`config.mk`:
```
export PLATFORM = sky130hd
export DESIGN_NAME = ctrl_unit
export DESIGN_NICKNAME = d
export VERILOG_FILES = /design/src/rtl/ctrl_unit.sv
export SDC_FILE = /design/constraint.sdc
export NUM_CORES = 1
export LEC_CHECK = 0
export ABC_AREA = 1
export BUFFER_PORTS_ARGS = -buffer_cell sky130_fd_sc_hd__buf_2
export CORE_ASPECT_RATIO = 0.9
export CORE_MARGIN = 5
export CORE_UTILIZATION = 60
export DETAILED_ROUTE_END_ITERATION = 10
export PLACE_DENSITY_LB_ADDON = 0.1
export SYNTH_ARGS = -nofsm -noshare
export SYNTH_HDL_FRONTEND = slang
export SYNTH_SLANG_ARGS = --single-unit
```
`constraint.sdc`:
```
create_clock -name clk_i -period 4.2 [get_ports clk_i]
set_input_delay 0.21 -clock clk_i [delete_from_list [all_inputs] [get_ports clk_i]]
set_output_delay 0.21 -clock clk_i [all_outputs]
set_load 0.05 [all_outputs]
```
`src/rtl/ctrl_unit.sv`:
```
// ctrl_unit: multi-cycle fetch/decode/execute/writeback controller that feeds
// a 16-bit, 8-operation combinational ALU. Holds PC, IR and an 8x16 register file.
module ctrl_unit #(
   parameter int DATA_WIDTH     = 16,
   parameter int SEL_OPERATION  = 3,
   parameter int PC_WIDTH       = 8,
   parameter int REG_ADDR_WIDTH = 3
) (
   input  logic                      clk_i,
   input  logic                      rst_i,
   output logic                      imem_req_o,
   output logic [PC_WIDTH-1:0]       imem_addr_o,
   input  logic [DATA_WIDTH-1:0]     imem_data_i,
   input  logic                      imem_valid_i,
   output logic [DATA_WIDTH-1:0]     alu_a_o,
   output logic [DATA_WIDTH-1:0]     alu_b_o,
   output logic [SEL_OPERATION-1:0]  alu_sel_o,
   input  logic [DATA_WIDTH-1:0]     alu_result_i,
   output logic                      wb_en_o,
   output logic [REG_ADDR_WIDTH-1:0] wb_addr_o,
   output logic [DATA_WIDTH-1:0]     wb_data_o,
   output logic [PC_WIDTH-1:0]       pc_o,
   output logic                      halted_o
);

   localparam int NUM_REGS = 2**REG_ADDR_WIDTH;

   typedef enum logic [2:0] {
      S_FETCH,
      S_DECODE,
      S_EXECUTE,
      S_WRITEBACK,
      S_HALT
   } state_t;

   state_t                    state, state_nxt;
   logic [PC_WIDTH-1:0]       pc, pc_nxt;
   logic [DATA_WIDTH-1:0]     ir;
   logic [DATA_WIDTH-1:0]     result;
   logic [REG_ADDR_WIDTH-1:0] wb_addr;
   logic [DATA_WIDTH-1:0]     rf [NUM_REGS];

   // Instruction fields (fixed 16-bit encoding)
   logic [3:0]                op;
   logic [REG_ADDR_WIDTH-1:0] rd, rs1, rs2;
   logic [DATA_WIDTH-1:0]     imm9;
   logic [PC_WIDTH-1:0]       target;
   logic                      is_alu, is_ldi, is_jmp, is_beqz, is_halt, writes_rd;
   logic [DATA_WIDTH-1:0]     rs1_val, rs2_val, rd_val;

   assign op      = ir[15:12];
   assign rd      = ir[11:9];
   assign rs1     = ir[8:6];
   assign rs2     = ir[5:3];
   assign imm9    = {{(DATA_WIDTH-9){1'b0}}, ir[8:0]};
   assign target  = ir[PC_WIDTH-1:0];
   assign is_alu  = ~op[3];
   assign is_ldi  = (op == 4'b1000);
   assign is_jmp  = (op == 4'b1001);
   assign is_beqz = (op == 4'b1010);
   assign is_halt = (op == 4'b1111);
   assign writes_rd = is_alu | is_ldi;

   // r0 reads as zero regardless of storage contents
   assign rs1_val = (rs1 == '0) ? '0 : rf[rs1];
   assign rs2_val = (rs2 == '0) ? '0 : rf[rs2];
   assign rd_val  = (rd  == '0) ? '0 : rf[rd];

   assign imem_addr_o = pc;
   assign pc_o        = pc;
   assign wb_addr_o   = wb_addr;
   assign wb_data_o   = result;

   // State register
   always_ff @(posedge clk_i) begin
      if (rst_i) state <= S_FETCH;
      else       state <= state_nxt;
   end

   // Next-state, Moore outputs and next PC
   always_comb begin
      state_nxt  = state;
      imem_req_o = 1'b0;
      halted_o   = 1'b0;
      wb_en_o    = 1'b0;
      pc_nxt     = pc + PC_WIDTH'(1);
      if (is_jmp || (is_beqz && rd_val == '0)) pc_nxt = target;
      case (state)
         S_FETCH: begin
            imem_req_o = 1'b1;
            if (imem_valid_i) state_nxt = S_DECODE;
         end
         S_DECODE:    state_nxt = is_halt ? S_HALT : S_EXECUTE;
         S_EXECUTE:   state_nxt = S_WRITEBACK;
         S_WRITEBACK: begin
            wb_en_o   = writes_rd;
            state_nxt = S_FETCH;
         end
         S_HALT:      halted_o = 1'b1;
         default:     state_nxt = S_FETCH;
      endcase
   end

   // Datapath: IR capture, operand staging, result capture, PC update
   always_ff @(posedge clk_i) begin
      if (rst_i) begin
         pc        <= '0;
         ir        <= '0;
         result    <= '0;
         wb_addr   <= '0;
         alu_a_o   <= '0;
         alu_b_o   <= '0;
         alu_sel_o <= '0;
      end else begin
         case (state)
            S_FETCH: if (imem_valid_i) ir <= imem_data_i;
            S_DECODE: begin
               if (is_alu) begin
                  alu_a_o   <= rs1_val;
                  alu_b_o   <= rs2_val;
                  alu_sel_o <= op[SEL_OPERATION-1:0];
               end else begin
                  alu_a_o   <= '0;
                  alu_b_o   <= '0;
                  alu_sel_o <= '0;
               end
            end
            S_EXECUTE: begin
               // result/wb_addr only move for writing ops so they hold otherwise
               if (writes_rd) begin
                  result  <= is_alu ? alu_result_i : imm9;
                  wb_addr <= rd;
               end
            end
            S_WRITEBACK: pc <= pc_nxt;
            default: ;
         endcase
      end
   end

   // Register file write; r0 writes are dropped
   always_ff @(posedge clk_i) begin
      if (rst_i) begin
         for (int i = 0; i < NUM_REGS; i++) rf[i] <= '0;
      end else if (wb_en_o && wb_addr != '0) begin
         rf[wb_addr] <= result;
      end
   end

endmodule

```
# --- Word level (Yosys, flattened, before mapping) ---
# Memories as Yosys holds them, arrays and structs flattened. A register that Yosys moved wholly into a read port is not among the register bits.
# Cells that the tools add are included.
op_classes:
  n_addsub: 1
  n_eq_ne: 9
  n_reduce_logical: 13
  bitwise: 3
  n_mux: 28
ops:
  columns: ["operator", "count"]
  rows:
  - ["2-to-1 mux 16 bit", 7]
  - ["2-to-1 mux 3 bit", 10]
  - ["equality test 4 bit, second input constant", 4]
  - ["zero test 16 bit", 1]
  - ["OR reduction 16 bit", 1]
  - ["zero test 3 bit", 4]
  - ["one-hot mux 3 bit (4 select lines)", 1]
  - ["2-to-1 mux 1 bit", 9]
  - ["adder 8 x 1 -> 8 bit, second input constant", 1]
  - ["2-to-1 mux 8 bit", 1]
  - ["equality test 3 x 2 -> 1 bit, second input constant", 2]
  - ["AND reduction 2 bit", 3]
  - ["equality test 3 x 1 -> 1 bit, second input constant", 1]
  - ["equality test 3 bit, second input constant", 1]
  - ["nonzero test 3 bit", 1]
  - ["logical AND 1 bit", 2]
  - ["!= test 2 bit, second input constant", 1]
  - ["NOT 1 bit", 2]
  - ["logical OR 1 bit", 1]
  - ["OR 1 bit", 1]
word_totals:
  register_bits: 81
  memories: 1
  word_cells: 63
  in_bits: 35
  mem_bits_rw: 128
  output_inout_bits: 73
memory_table:
  columns: ["memory", "depth", "width", "rd", "rd_ports_with_merged_regs", "write_ports", "line", "text"]
  rows:
  - ["rf", 8, 16, 3, 3, 8, "41", "logic [DATA_WIDTH-1:0] rf [NUM_REGS];"]

# --- Depth between registers and ports, before layout ---
logic_depth:
  ltp_word: 9
  mapped_depth: 16
  ltp_nobuf: 16

# --- Least setup slack after synthesis ---
# OpenSTA, ideal clock, no wires.
synth_timing:
  path_type: "register to register"
  start: "register state[1]"
  end: "memory rf[2][0] (enable)"
  synth_period_minus_slack_ns: 2.375
  t_required_ns: 3.828
  setup_time_ns: 0.372
  path_buffers: 1
  t_arrival_ns: 2.004
  setup_slack_ns: 1.825
  stages_incl_launch_ff: 10
  path_cell_list: "dfxtp_1 inv_2 nor3_4 inv_2 nor2_4 nand2_1 nor2_4 nand2_4 buf_6 nand2_1"
synth_lines:
  columns: ["item", "line", "text"]
  rows:
  - ["from (decl)", "36", "state_t state, state_nxt;"]
  - ["from (signal assigned)", "77", "else state <= state_nxt;"]
  - ["to (decl)", "41", null]

==> results.sh <==
export IMPL_status="completed"
export IMPL_areaGrowthSynthToFinish_pct=13.5
export IMPL_fmax_ghz=0.369
export IMPL_netlist_instances=1278
export IMPL_final_nets=1399
export IMPL_max_slew_margin_pct=27.8
export IMPL_maxCapViolCount=0
export IMPL_cts_repair_resized=0
export IMPL_slew_violations=0
export IMPL_timing_critical_path_required_ps=4360
export IMPL_synth_async_reset_ratio_pct=0
export IMPL_synth_edf_count=128
export IMPL_die_y_microns=136
export IMPL_synth_ff_type="edfxtp_1"
export IMPL_synth_top_area_share_pct=36.3
export IMPL_clock_path_buffers=3
export IMPL_place_hpwl_microns=24600
export IMPL_grt_overflow_total=0
export IMPL_ys_ff_latch=218
export IMPL_grtUsageTotal_pct=33.0
export IMPL_fp_coreArea_sq_um=17500
export IMPL_dieArea_sq_um=20400
export IMPL_drtIter0Drc=1442
export IMPL_fin_crit_ps=2710
export IMPL_grt_pass1_wl_microns=50300
export IMPL_rr_startpoint="state[1]"
export IMPL_startpoint="state[1]"
export IMPL_crit_fanout=17
export IMPL_detailroute_via_count=9733
export IMPL_p_leak_nw=4.58
export IMPL_path_class="flop to flop"
export IMPL_synth_cell_type_count=33
export IMPL_drt_total_wl_microns=34300
export IMPL_ys_seq_area_share_pct=53.4
export IMPL_end_kind="flop"
export IMPL_ios=108
export IMPL_routedWlPerCell_microns=21.2
export IMPL_peakVddDrop_v=0.000365
export IMPL_hold_violations=0
export IMPL_post_route_period_util_pct=64.6
export IMPL_synth_commonest_cells="200 x nor2_1, 159 x a21oi_1, 151 x nand2_1, 133 x o21ai_0, 128 x edfxtp_1"
export IMPL_hold_start="imem_data_i[2]"
export IMPL_whs_ps=9.69
export IMPL_routed_via_density=6.01
export IMPL_clkTransAtPathRegs_ps=60
export IMPL_start_util_pct=60.5
export IMPL_insertion_delay_ps=530
export IMPL_portBuffers=107
export IMPL_drt_first_pass_iters=7
export IMPL_cts_sinks=218
export IMPL_layout_cells_non_filler=1619
export IMPL_h_tree_depth=1
export IMPL_drc=0
export IMPL_arrival_ps=2870
export IMPL_post_cts_buffers=0
export IMPL_die_w_microns=150
export IMPL_fin_tns_setup_ps=0
export IMPL_min_path_type="primary input to flop"
export IMPL_yosysWarnings=0
export IMPL_grt_pass1_vias=8533
export IMPL_tightest_slew_ps=1080
export IMPL_cts_tree="yes"
export IMPL_drive_above_1_share_pct=13.0
export IMPL_antenna_found_initial=0
export IMPL_rows=46
export IMPL_finalSetupViolations=0
export IMPL_dpl_cell_count=1562
export IMPL_ctsHoldBuffers=16
export IMPL_yosysMostFrequentCell="nor2_1"
export IMPL_ant_nets=0
export IMPL_powerDensity_nw_per_um2=433
export IMPL_synth_largest_area_cell="edfxtp_1"
export IMPL_cts_made_buffers=23
export IMPL_syn_avg_cell_area_sq_um=8.28
export IMPL_yosys_top_cells_area="edfxtp_1 36%, dfxtp_1 17%, a21oi_1 7.5%, nor2_1 7.1%, o21ai_0 6.3%"
export IMPL_cts_root_buf="clkbuf_16"
export IMPL_fin_worst_skew_ps=10.7
export IMPL_rsz0062_at_grt="false"
export IMPL_place_congestion=1.03
export IMPL_synth_area_sq_um=10600
export IMPL_grt_max_degree=67
export IMPL_startpoint_type="flop"
export IMPL_diodes=0
-- per-stage QoR --
stage / worst slack (ps) / utilization, % / cell area (sq um) / total power, mW
2_1_floorplan: 1820 / - / 10600 / 3.03
3_3_place_gp: 1630 / 63.7 / 11100 / 3.27
3_5_place_dp: 1560 / 63.7 / 11100 / 3.27
4_1_cts: 1530 / 68.6 / 12000 / 5.17
5_1_grt: 1350 / 68.6 / 12000 / 5.37
6_report: 1490 / 68.6 / 12000 / 5.20
-- area by class of cell --
class                   instances  area, sq um
flip-flops and latches        218         5650
well taps                     240          300
fillers                      1431         5490
multi-input cells             870         4160
inverters                     119          447
repair buffers                131          756
clock buffers                  31          627
clock inverters                10         75.1
-- metal layers --
metal,GRT usage (%),vias to the layer above,part of all wire (%)
met3,11.7,92,16
li1,-,4503,-
met4,11.2,0,3.7
met5,0,-,0
met1,49.1,4458,40
met2,44.6,680,40
-- worst max-delay path, cell delays in order (launching register included) --
cell and delay (ps):
dfxtp_1 450, inv_2 80, nor3_4 460, inv_2 140, nor2_4 170, nand2_1 100
nor2_4 240, nand2_4 170, nand2_1 520
-- cell usage in the layout, fill, tap and decap left out, drive strengths merged --
master	n
nor4	2
a21oi	159
conb	16
clkinv	6
nand4	3
or2	2
inv	121
xor2	3
a31oi	4
dfxtp	90
buf	115
o21ai	147
nor2	203
nand3	106
nor3	12
xnor2	3
o211ai	48
nand2	159
clkinvlp	2
dlygate4sd3	16
edfxtp	128
clkbuf	31
nand3b	2
ha	1
-- registers in the layout, summed over array words and instances, names as in the netlist, named ones only --
signal	flops
rf	128
alu_a_o	16
alu_b_o	16
ir	16
wb_data_o	16
imem_addr_o	8
alu_sel_o	3
state	3
wb_addr_o	3
-- power by group --
part	switching [mW]	internal [mW]	total (mW)
Clock	0.862	1.06	1.92
Sequential	0.140	2.37	2.51
Combinational	0.561	0.206	0.767
-- cells by family after synthesis --
| logic type | share of synthesized area, % |
|---|---|
| other cells | 0.0354 |
| xor+xnor | 0.497 |
| flops | 53.4 |
| compound gates | 18.2 |
| fa+ha+maj | 0.118 |
| simple gates | 19.9 |
| buf+inv | 7.90 |
-- worst paths after layout --
check	to	slack (ps)	cells past startpoint
min	ir[2]	10	3
max	rf[6][7]	1490	8
min reg2reg	alu_a_o[4]	460	2
max reg2reg	rf[6][7]	1490	8
Note: power is estimated with default switching activity, not from simulation.
